==> src/rtl/cnt_pkg.sv <==
// rtl/cnt_pkg.sv - shared types and constants for the counted-burst stream; CNT_SINK_TIMEOUT_EN adds the TMO state
package cnt_pkg;

  localparam int DLEN_W = 32;
  localparam int TMO_W  = 16;

`ifdef CNT_SINK_TIMEOUT_EN
  localparam int ST_W = 6;
`else
  localparam int ST_W = 5;
`endif

  typedef enum logic [ST_W-1:0] {
    S_IDLE    = ST_W'(1),
    S_ARMED   = ST_W'(2),
    S_CAPTURE = ST_W'(4),
    S_CHECK   = ST_W'(8),
    S_DONE    = ST_W'(16)
`ifdef CNT_SINK_TIMEOUT_EN
    , S_TMO   = ST_W'(32)
`endif
  } state_t;

  // Beat counter increment that sticks at all-ones instead of wrapping.
  function automatic logic [DLEN_W-1:0] sat_inc(input logic [DLEN_W-1:0] v);
    return (v == '1) ? v : v + DLEN_W'(1);
  endfunction

endpackage

==> src/rtl/cnt_sink_if.sv <==
// rtl/cnt_sink_if.sv - beat stream between the burst producer and the sink
interface cnt_sink_if #(
  parameter int DW = 32
);
  logic          IN_VALID;
  logic [DW-1:0] IN_DATA;
  logic          IN_DONE;
  logic          IN_READY;

  modport master (output IN_VALID, output IN_DATA, output IN_DONE, input IN_READY);
  modport slave  (input IN_VALID, input IN_DATA, input IN_DONE, output IN_READY);
endinterface

==> src/rtl/cnt_sink_cdc_sync.sv <==
// rtl/cnt_sink_cdc_sync.sv - multi-flop synchronizer for a single-bit level
module cnt_sink_cdc_sync #(
  parameter int STAGES = 2
) (
  input  logic clk,
  input  logic rst_n,
  input  logic d,
  output logic q
);

  logic [STAGES-1:0] sr;

  // Shift the asynchronous level through the flop chain.
  always_ff @(posedge clk or negedge rst_n) begin
    if (!rst_n) begin
      sr <= '0;
    end else begin
      sr[0] <= d;
      for (int i = 1; i < STAGES; i++) begin
        sr[i] <= sr[i-1];
      end
    end
  end

  assign q = sr[STAGES-1];

endmodule

==> src/rtl/cnt_sink.sv <==
// rtl/cnt_sink.sv - counted-burst sink with sum and length check; CNT_SINK_TIMEOUT_EN enables the idle timeout
module cnt_sink
  import cnt_pkg::*;
#(
  parameter int DW           = 32,
  parameter int SYNC_REG_LEN = 2
`ifdef CNT_SINK_TIMEOUT_EN
  , parameter int TIMEOUT    = 1024
`endif
) (
  input  logic              CLK,
  input  logic              RST_N,
  input  logic              ARM,
  input  logic [DLEN_W-1:0] DLEN,
  cnt_sink_if.slave         bus,
  output logic              BUSY,
  output logic              CAP_DONE,
  output logic [DLEN_W-1:0] BEAT_CNT,
  output logic [31:0]       SUM,
  output logic              ERR_SHORT,
  output logic              ERR_LONG,
  output logic              ERR_TMO
);

  state_t            state;
  logic              arm_s;
  logic              token;
  logic              in_ready;
  logic [DLEN_W-1:0] dlen_q1;
  logic [DLEN_W-1:0] dlen_q2;
  logic [DLEN_W-1:0] dlen_lat;
  logic [DW-1:0]     data;
  logic [31:0]       data_ext;

  assign data     = bus.IN_DATA;
  assign data_ext = 32'(data);
  assign bus.IN_READY = in_ready;

`ifdef CNT_SINK_TIMEOUT_EN
  localparam logic [TMO_W-1:0] TMO_LIMIT = TMO_W'(TIMEOUT);
  logic [TMO_W-1:0] idle_cnt;
`else
  assign ERR_TMO = 1'b0;
`endif

  cnt_sink_cdc_sync #(.STAGES(SYNC_REG_LEN)) u_arm_sync (
    .clk   (CLK),
    .rst_n (RST_N),
    .d     (ARM),
    .q     (arm_s)
  );

  // DLEN is quasi-static; two flops settle it before the arm edge samples it.
  always_ff @(posedge CLK or negedge RST_N) begin
    if (!RST_N) begin
      dlen_q1 <= '0;
      dlen_q2 <= '0;
    end else begin
      dlen_q1 <= DLEN;
      dlen_q2 <= dlen_q1;
    end
  end

  // Capture FSM: arm, accumulate beats, check length, hold results.
  always_ff @(posedge CLK or negedge RST_N) begin
    if (!RST_N) begin
      state     <= S_IDLE;
      token     <= 1'b0;
      in_ready  <= 1'b0;
      BUSY      <= 1'b0;
      CAP_DONE  <= 1'b1;
      BEAT_CNT  <= '0;
      SUM       <= '0;
      ERR_SHORT <= 1'b0;
      ERR_LONG  <= 1'b0;
      dlen_lat  <= '0;
`ifdef CNT_SINK_TIMEOUT_EN
      ERR_TMO   <= 1'b0;
      idle_cnt  <= '0;
`endif
    end else begin
      case (state)
        S_IDLE, S_DONE: begin
          token <= arm_s;
          if (arm_s && !token) begin
            dlen_lat  <= dlen_q2;
            BEAT_CNT  <= '0;
            SUM       <= '0;
            ERR_SHORT <= 1'b0;
            ERR_LONG  <= 1'b0;
            CAP_DONE  <= 1'b0;
            BUSY      <= 1'b1;
            in_ready  <= 1'b1;
            state     <= S_ARMED;
`ifdef CNT_SINK_TIMEOUT_EN
            ERR_TMO   <= 1'b0;
            idle_cnt  <= '0;
`endif
          end
        end
        S_ARMED, S_CAPTURE: begin
          if (bus.IN_VALID && in_ready) begin
            BEAT_CNT <= sat_inc(BEAT_CNT);
            SUM      <= SUM + data_ext;
            state    <= S_CAPTURE;
`ifdef CNT_SINK_TIMEOUT_EN
            idle_cnt <= '0;
          end else begin
            idle_cnt <= idle_cnt + TMO_W'(1);
            if (idle_cnt + TMO_W'(1) == TMO_LIMIT) begin
              state <= S_TMO;
            end
`endif
          end
          // End of burst overrides both the capture and the timeout path.
          if (bus.IN_DONE) begin
            state <= S_CHECK;
          end
        end
        S_CHECK: begin
          ERR_SHORT <= (BEAT_CNT < dlen_lat);
          ERR_LONG  <= (BEAT_CNT > dlen_lat);
          in_ready  <= 1'b0;
          BUSY      <= 1'b0;
          CAP_DONE  <= 1'b1;
          state     <= S_DONE;
        end
`ifdef CNT_SINK_TIMEOUT_EN
        S_TMO: begin
          ERR_TMO  <= 1'b1;
          in_ready <= 1'b0;
          BUSY     <= 1'b0;
          CAP_DONE <= 1'b1;
          state    <= S_DONE;
        end
`endif
        default: begin
          state    <= S_IDLE;
          token    <= 1'b0;
          in_ready <= 1'b0;
          BUSY     <= 1'b0;
          CAP_DONE <= 1'b1;
        end
      endcase
    end
  end

endmodule
==> src/flat_wrapper.sv <==
// flat-port wrapper written by rule: the top's interface ports become plain ports
module cnt_sink_flat import cnt_pkg::*;
#(
  parameter int DW           = 32,
  parameter int SYNC_REG_LEN = 2

)
  (CLK, RST_N, ARM, DLEN, BUSY, CAP_DONE, BEAT_CNT, SUM, ERR_SHORT, ERR_LONG, ERR_TMO, bus_IN_VALID, bus_IN_DATA, bus_IN_DONE, bus_IN_READY);
  cnt_sink_if #(.DW(DW)) bus_i ();
  input  logic CLK;
  input  logic RST_N;
  input  logic ARM;
  input  logic [DLEN_W-1:0] DLEN;
  output logic BUSY;
  output logic CAP_DONE;
  output logic [DLEN_W-1:0] BEAT_CNT;
  output logic [31:0] SUM;
  output logic ERR_SHORT;
  output logic ERR_LONG;
  output logic ERR_TMO;
  input wire logic [$bits(bus_i.IN_VALID)-1:0] bus_IN_VALID;
  input wire logic [$bits(bus_i.IN_DATA)-1:0] bus_IN_DATA;
  input wire logic [$bits(bus_i.IN_DONE)-1:0] bus_IN_DONE;
  output wire logic [$bits(bus_i.IN_READY)-1:0] bus_IN_READY;
  assign bus_i.IN_VALID = bus_IN_VALID;
  assign bus_i.IN_DATA = bus_IN_DATA;
  assign bus_i.IN_DONE = bus_IN_DONE;
  assign bus_IN_READY = bus_i.IN_READY;
  cnt_sink #(.DW(DW), .SYNC_REG_LEN(SYNC_REG_LEN)) u_core (.CLK(CLK), .RST_N(RST_N), .ARM(ARM), .DLEN(DLEN), .bus(bus_i), .BUSY(BUSY), .CAP_DONE(CAP_DONE), .BEAT_CNT(BEAT_CNT), .SUM(SUM), .ERR_SHORT(ERR_SHORT), .ERR_LONG(ERR_LONG), .ERR_TMO(ERR_TMO));
endmodule
==> config.mk <==
export PLATFORM = sky130hd
export DESIGN_NAME = cnt_sink_flat
export DESIGN_NICKNAME = d
export VERILOG_FILES = /design/src/rtl/cnt_pkg.sv /design/src/rtl/cnt_sink_if.sv /design/src/rtl/cnt_sink_cdc_sync.sv /design/src/rtl/cnt_sink.sv /design/src/flat_wrapper.sv
export SDC_FILE = /design/constraint.sdc
export NUM_CORES = 1
export LEC_CHECK = 0
export CAP_MARGIN = 20
export CORE_MARGIN = 3
export CORE_UTILIZATION = 60
export CTS_BUF_LIST = sky130_fd_sc_hd__clkbuf_8
export CTS_CLUSTER_SIZE = 40
export DETAILED_ROUTE_END_ITERATION = 16
export GPL_TIMING_DRIVEN = 0
export PLACE_DENSITY_LB_ADDON = 0.08
export SLEW_MARGIN = 20
export SYNTH_ARGS = -nofsm -noshare
export SYNTH_HDL_FRONTEND = slang
export SYNTH_SLANG_ARGS = --single-unit
==> constraint.sdc <==
create_clock -name CLK -period 7.3 [get_ports CLK]
set_clock_uncertainty 0.1 [all_clocks]
set_input_delay 2.19 -clock CLK [delete_from_list [all_inputs] [get_ports CLK]]
set_output_delay 2.19 -clock CLK [all_outputs]
set_load 0.005 [all_outputs]
==> reports/results.ini, run 1 <==
[timing]
maxSlewHeadroom=0.387
rsz0062_at_grt=no
drv_slew=0
setup_viol=0
max_freq_mhz=192
period_minus_slack_ns=5.21
worst_pin_slew_ns=0.912
hold_viol_final=0
finalSetupTns_ns=0
fin_crit_sh=0.713

[placement]
dp_hpwl_um=14200
gp_congestion=1.03
portBuffers=137
dp_cells=1134

[finish]
nets=1111
nFillCells=949
antenna_cells=0
syn_to_final_growth_pct=24.1
drive_above_1_share=0.0545
final_cells=1166
mostFrequentLayoutCells=170 x dfrtp_1, 136 x clkdlybuf4s50_1, 94 x nand2_1
final_common_cell=dfrtp_1

[logic_synthesis]
ys_seq_area_frac=0.515
async_flop_share=1.00
synth_area_mm2=0.00836
synth_top_cell_area_share=0.509
synth.largest_area_cell=dfrtp_1
ys_types=60
yosysWarnings=0
synth-main-ff-cell=dfrtp_1
syn_inst=820
synth_nets=954
ys_ff_latch=172
synth_edf_count=0
syn_area_per_cell_um2=10.2
synth.area.top_cells=dfrtp_1 51%, ha_1 9.6%, o21ai_0 5.1%

[worst_setup_path]
crit_slowest_cell=fa_1
worstPathCellList=clkdlybuf4s50_1 -> ha_1 -> fa_1 -> a211oi_1 -> o211ai_1 -> a31oi_1 -> o31a_1 -> o311a_1 -> nor4_1 -> or3_1 -> a32o_1
critPathLaunch=bus_IN_DATA[0]
critical_path_class=input port to register
r2r-start=u_core.SUM[0]
cp.arrival_ns=5.45
critPathLaunchType=input port
max_stage_delay_ns=0.43
cp-end-kind=register
reg2regPathDepth=10
required_ns=7.54
critPathMaxFanout=5

[cts]
cts_hold_buf=0
clk_path_buf_depth=2
cts.clk_slew.worst_paths_ns=0.09
numCtsBuffers=17
cts_resized=0
clk_latency_ns=0.45
cts_sinks=172
tritoncts=yes
cts-root-buf=clkbuf_8
post-cts-setup-buffers=0
htreeDepth=4

[floorplanning]
io_pins=139
core_mm2=0.0135
die_x_um=124
die-area_mm2=0.0154
floorplan.die.height_um=124
start_util=0.622
row_count=42

[routing]
avgViaCountPerCell=5.71
firstDrtPassIters=5
wire_per_inst_um=16.5
wirelength_um=19300
drtIter0Drc=453
route.vias.total=6661
drc=0
ant_nets=0

[global_routing]
grt_pass1_wl_um=31300
first_global_vias=6530
track_usage=0.260
grt_max_degree=101
antenna_found_initial=0
grt_overflow=0

[min_path]
min_from=u_core.dlen_q1[29]
holdPathStages=0
hold_path.class=register to register

[pwr]
powerDensity_mw_per_mm2=275
p_leak_nw=4.83
intPower_mw=1.85
peakVddDrop_mv=0.195
p_sw_uw=1000
power.share.clock=0.234
power_frac_comb=0.346
power_frac_seq=0.420
sw_frac_of_total=0.350

[flow_run]
cap_violations=0

[run_status]
status=completed

cells by family after synthesis:
group,synth area share
and+or+nand+nor,0.139
muxes,0.00509
buffers and inverters,0.0352
other,0.000448
adders and majority gates,0.0981
AOI/OAI and AO/OA,0.149
xor gates and xnor gates,0.0576
DFF,0.515
state kept, by name, summed over array words and instances (netlist names), 2 cells and up:
signal / count
u_core.dlen_q1: 32
u_core.state: 5
u_core.dlen_lat: 32
u_core.u_arm_sync.sr: 2
u_core.dlen_q2: 32
u_core.BEAT_CNT: 32
u_core.SUM: 32
worst max-delay path: cells and delay by family:
family          cells  cell delay, ns
compound gates      6            1.74
fa+ha+maj           2            0.66
buf+inv             1            0.41
simple gates        2            0.44
layout make-up:
| cell class | instances | area (µm²) | share of cell area |
|---|---|---|---|
| sequential | 172 | 4310 | 0.415 |
| multi-input combinational | 573 | 3760 | 0.363 |
| timing repair buffer | 138 | 1400 | 0.135 |
| clock buffer | 18 | 248 | 0.0239 |
| tap | 176 | 220 | 0.0212 |
| inverter | 46 | 173 | 0.0166 |
| clock inverter | 14 | 145 | 0.0140 |
| buffer | 29 | 121 | 0.0117 |
cell usage after synthesis (3+ instances only):
cell type / number
clkbuf_1: 22
and4_1: 4
nor3_1: 6
nor4_1: 7
or3_1: 8
a21oi_1: 44
xor2_1: 33
ha_1: 64
nand3_1: 14
a21o_1: 29
inv_1: 46
o311ai_0: 3
o21bai_1: 8
nand2b_1: 5
buf_2: 4
o21ai_0: 85
xnor2_1: 22
or2_2: 5
nor2_1: 57
dfrtp_1: 170
o31ai_1: 3
a22o_1: 5
nand4_1: 24
nand2_1: 94
and3_1: 3
a31oi_1: 4
o211ai_1: 4
a211oi_1: 5
worst paths after layout:
check	end	slack [ns]
setup / recovery	u_core.SUM[30]	2.09
hold / removal	u_core.dlen_q2[29]	0.25
setup reg to reg	u_core.SUM[30]	3.81
hold reg to reg	u_core.dlen_q2[29]	0.25
max in group asynchronous	u_core.dlen_lat[15]	4.66
min in group asynchronous	u_core.SUM[7]	1.58
power groups by stage:
stage               sequential (mW)  combinational [mW]  clock [mW]
finish                         1.20               0.987       0.666
global placement               1.21               0.927           0
global route                   1.22                1.11       0.712
detailed placement             1.22               0.972           0
CTS                            1.20               0.985       0.676
floorplan                      1.20               0.621           0
metal layers:
layer | GRT usage | wire [µm]
met1 | 0.334 | 8040
met2 | 0.457 | 9860
met3 | 0.0377 | 1070
met4 | 0.0835 | 296
met5 | 0 | 0
through the flow:
step / setup slack (ns) / hold WS [ns] / power [mW] / util / area (µm²)
floorplan: 2.52 / 0.231 / 1.82 / - / 8360
global placement: -2.79 / 0.232 / 2.14 / 0.740 / 9960
detailed placement: 1.70 / 0.235 / 2.19 / 0.742 / 9990
CTS: 2.17 / 0.251 / 2.86 / 0.772 / 10400
global route: 1.99 / 0.260 / 3.04 / 0.772 / 10400
finish: 2.09 / 0.248 / 2.85 / 0.772 / 10400
No activity file was read; power rests on OpenSTA's default activity.
==> run 2: changes to the inputs <==
- CORE_UTILIZATION: 60 -> 50
- clock period: 7.3 -> 4.6 ns (I/O delays scaled with it)
==> reports/results.ini, run 2 (synthesized netlist as in run 1, its figures left out) <==
[floorplanning]
core_mm2=0.0161
die-area_mm2=0.0183
row_count=46
die_x_um=135
io_pins=139
floorplan.die.height_um=135
start_util=0.519

[min_path]
holdPathEnd=u_core.dlen_q2[8]
min_from=u_core.dlen_q1[8]
hold_path.class=register to register
holdPathStages=0

[placement]
portBuffers=137
dp_hpwl_um=14000
placed_area_mm2=0.0101
gp_congestion=0.845

[timing]
worst_pin_slew_ns=0.886
rsz0062_at_grt=no
fin_crit_sh=0.941
period_minus_slack_ns=4.33
setup_viol=0
drv_slew=0
maxSlewHeadroom=0.404
hold_viol_final=0
max_freq_mhz=231

[worst_setup_path]
critPathMaxFanout=5
cp-end-kind=register
cp.arrival_ns=4.57
reg2regPathDepth=10
r2r_slack_ns=1.17
r2r-start=u_core.SUM[0]
r2r_end=u_core.SUM[30]
critical_path_class=input port to register
required_ns=4.84
critPathLaunchType=input port

[routing]
avgViaCountPerCell=5.26
wirelength_um=18800
drtIter0Drc=275
wire_per_inst_um=15.5
drc=0
ant_nets=0
route.vias.total=6348
firstDrtPassIters=5

[global_routing]
grt_overflow=0
grt_max_degree=96
antenna_found_initial=0
grt_pass1_wl_um=30900
first_global_vias=6275
track_usage=0.212

[finish]
nFillCells=1314
fin_util=0.651
syn_to_final_growth_pct=25.3
nets=1112
finalInstanceArea_mm2=0.0105
drive_above_1_share=0.0575
final_common_cell=dfrtp_1
multi_input_area_mm2=0.00376
mostFrequentLayoutCells=170 x dfrtp_1, 136 x clkdlybuf4s50_1, 94 x nand2_1
antenna_cells=0
register_area_mm2=0.00431

[pwr]
p_leak_nw=4.84
powerDensity_mw_per_mm2=435
peakVddDrop_mv=0.248

[cts]
htreeDepth=4
cts-root-buf=clkbuf_8
tritoncts=yes
numCtsBuffers=17
cts_hold_buf=0
clk_path_buf_depth=2
cts_resized=0
cts_sinks=172
cts.clk_slew.worst_paths_ns=0.10
clk_latency_ns=0.46
post-cts-setup-buffers=0

[flow_run]
cap_violations=0

[run_status]
status=completed

==> run 2: final cells by class <==
class | count | area share
clock inverter | 14 | 0.0162
clock buffer | 18 | 0.0236
inverter | 46 | 0.0165
multi-input combinational | 573 | 0.359
tap | 216 | 0.0258
sequential | 172 | 0.411
timing repair buffer | 139 | 0.137
buffer | 29 | 0.0116
==> run 2: worst max path at each step <==
stage	start	to	slack [ns]
detailed placement	bus_IN_DATA[0]	u_core.SUM[30]	-0.18
floorplan	bus_IN_DATA[0]	u_core.SUM[30]	0.63
global placement	RST_N	u_core.dlen_q1[10]	-4.96
finish	bus_IN_DATA[0]	u_core.SUM[30]	0.27
global route	bus_IN_DATA[0]	u_core.SUM[30]	0.16
CTS	bus_IN_DATA[0]	u_core.SUM[30]	0.29
==> run 2: per-stage QoR <==
step	TNS (ns)	std cells	hold WS, ns	setup WS (ns)	total power, mW
2_1_floorplan	0	820	0.231	0.626	2.89
3_3_place_gp	-845.26	1173	0.232	-4.96	3.43
3_5_place_dp	-0.183	1175	0.235	-0.183	3.48
4_1_cts	0	1207	0.251	0.290	4.61
5_1_grt	0	1207	0.251	0.155	4.89
6_report	0	1207	0.247	0.272	4.56
==> run 2: critical path, cell delays in order <==
cell and delay (ns):
clkdlybuf4s50_1 0.40, ha_1 0.22, fa_1 0.43, a211oi_1 0.34, o211ai_1 0.15, a31oi_1 0.36, o31a_1 0.30, o311a_1 0.28
nor4_1 0.10, or3_1 0.35, a32o_1 0.25
==> run 2: report_power, final <==
part	total [mW]	internal, mW	leakage (nW)	switching [mW]
clock network	1.12	0.520	0.213	0.597
registers	1.90	1.77	2.19	0.126
logic	1.55	0.670	2.44	0.878
total	4.56	2.96	4.84	1.60
==> run 2: metal layers <==
| metal | share of wire | wire [µm] | track usage | up-vias |
|---|---|---|---|---|
| met4 | 0.013 | 244 | 0.0627 | 0 |
| met1 | 0.46 | 8550 | 0.280 | 3025 |
| met2 | 0.49 | 9220 | 0.359 | 131 |
| met3 | 0.040 | 748 | 0.0368 | 18 |
| li1 | - | - | - | 3174 |
| met5 | 0 | 0 | 0 | - |
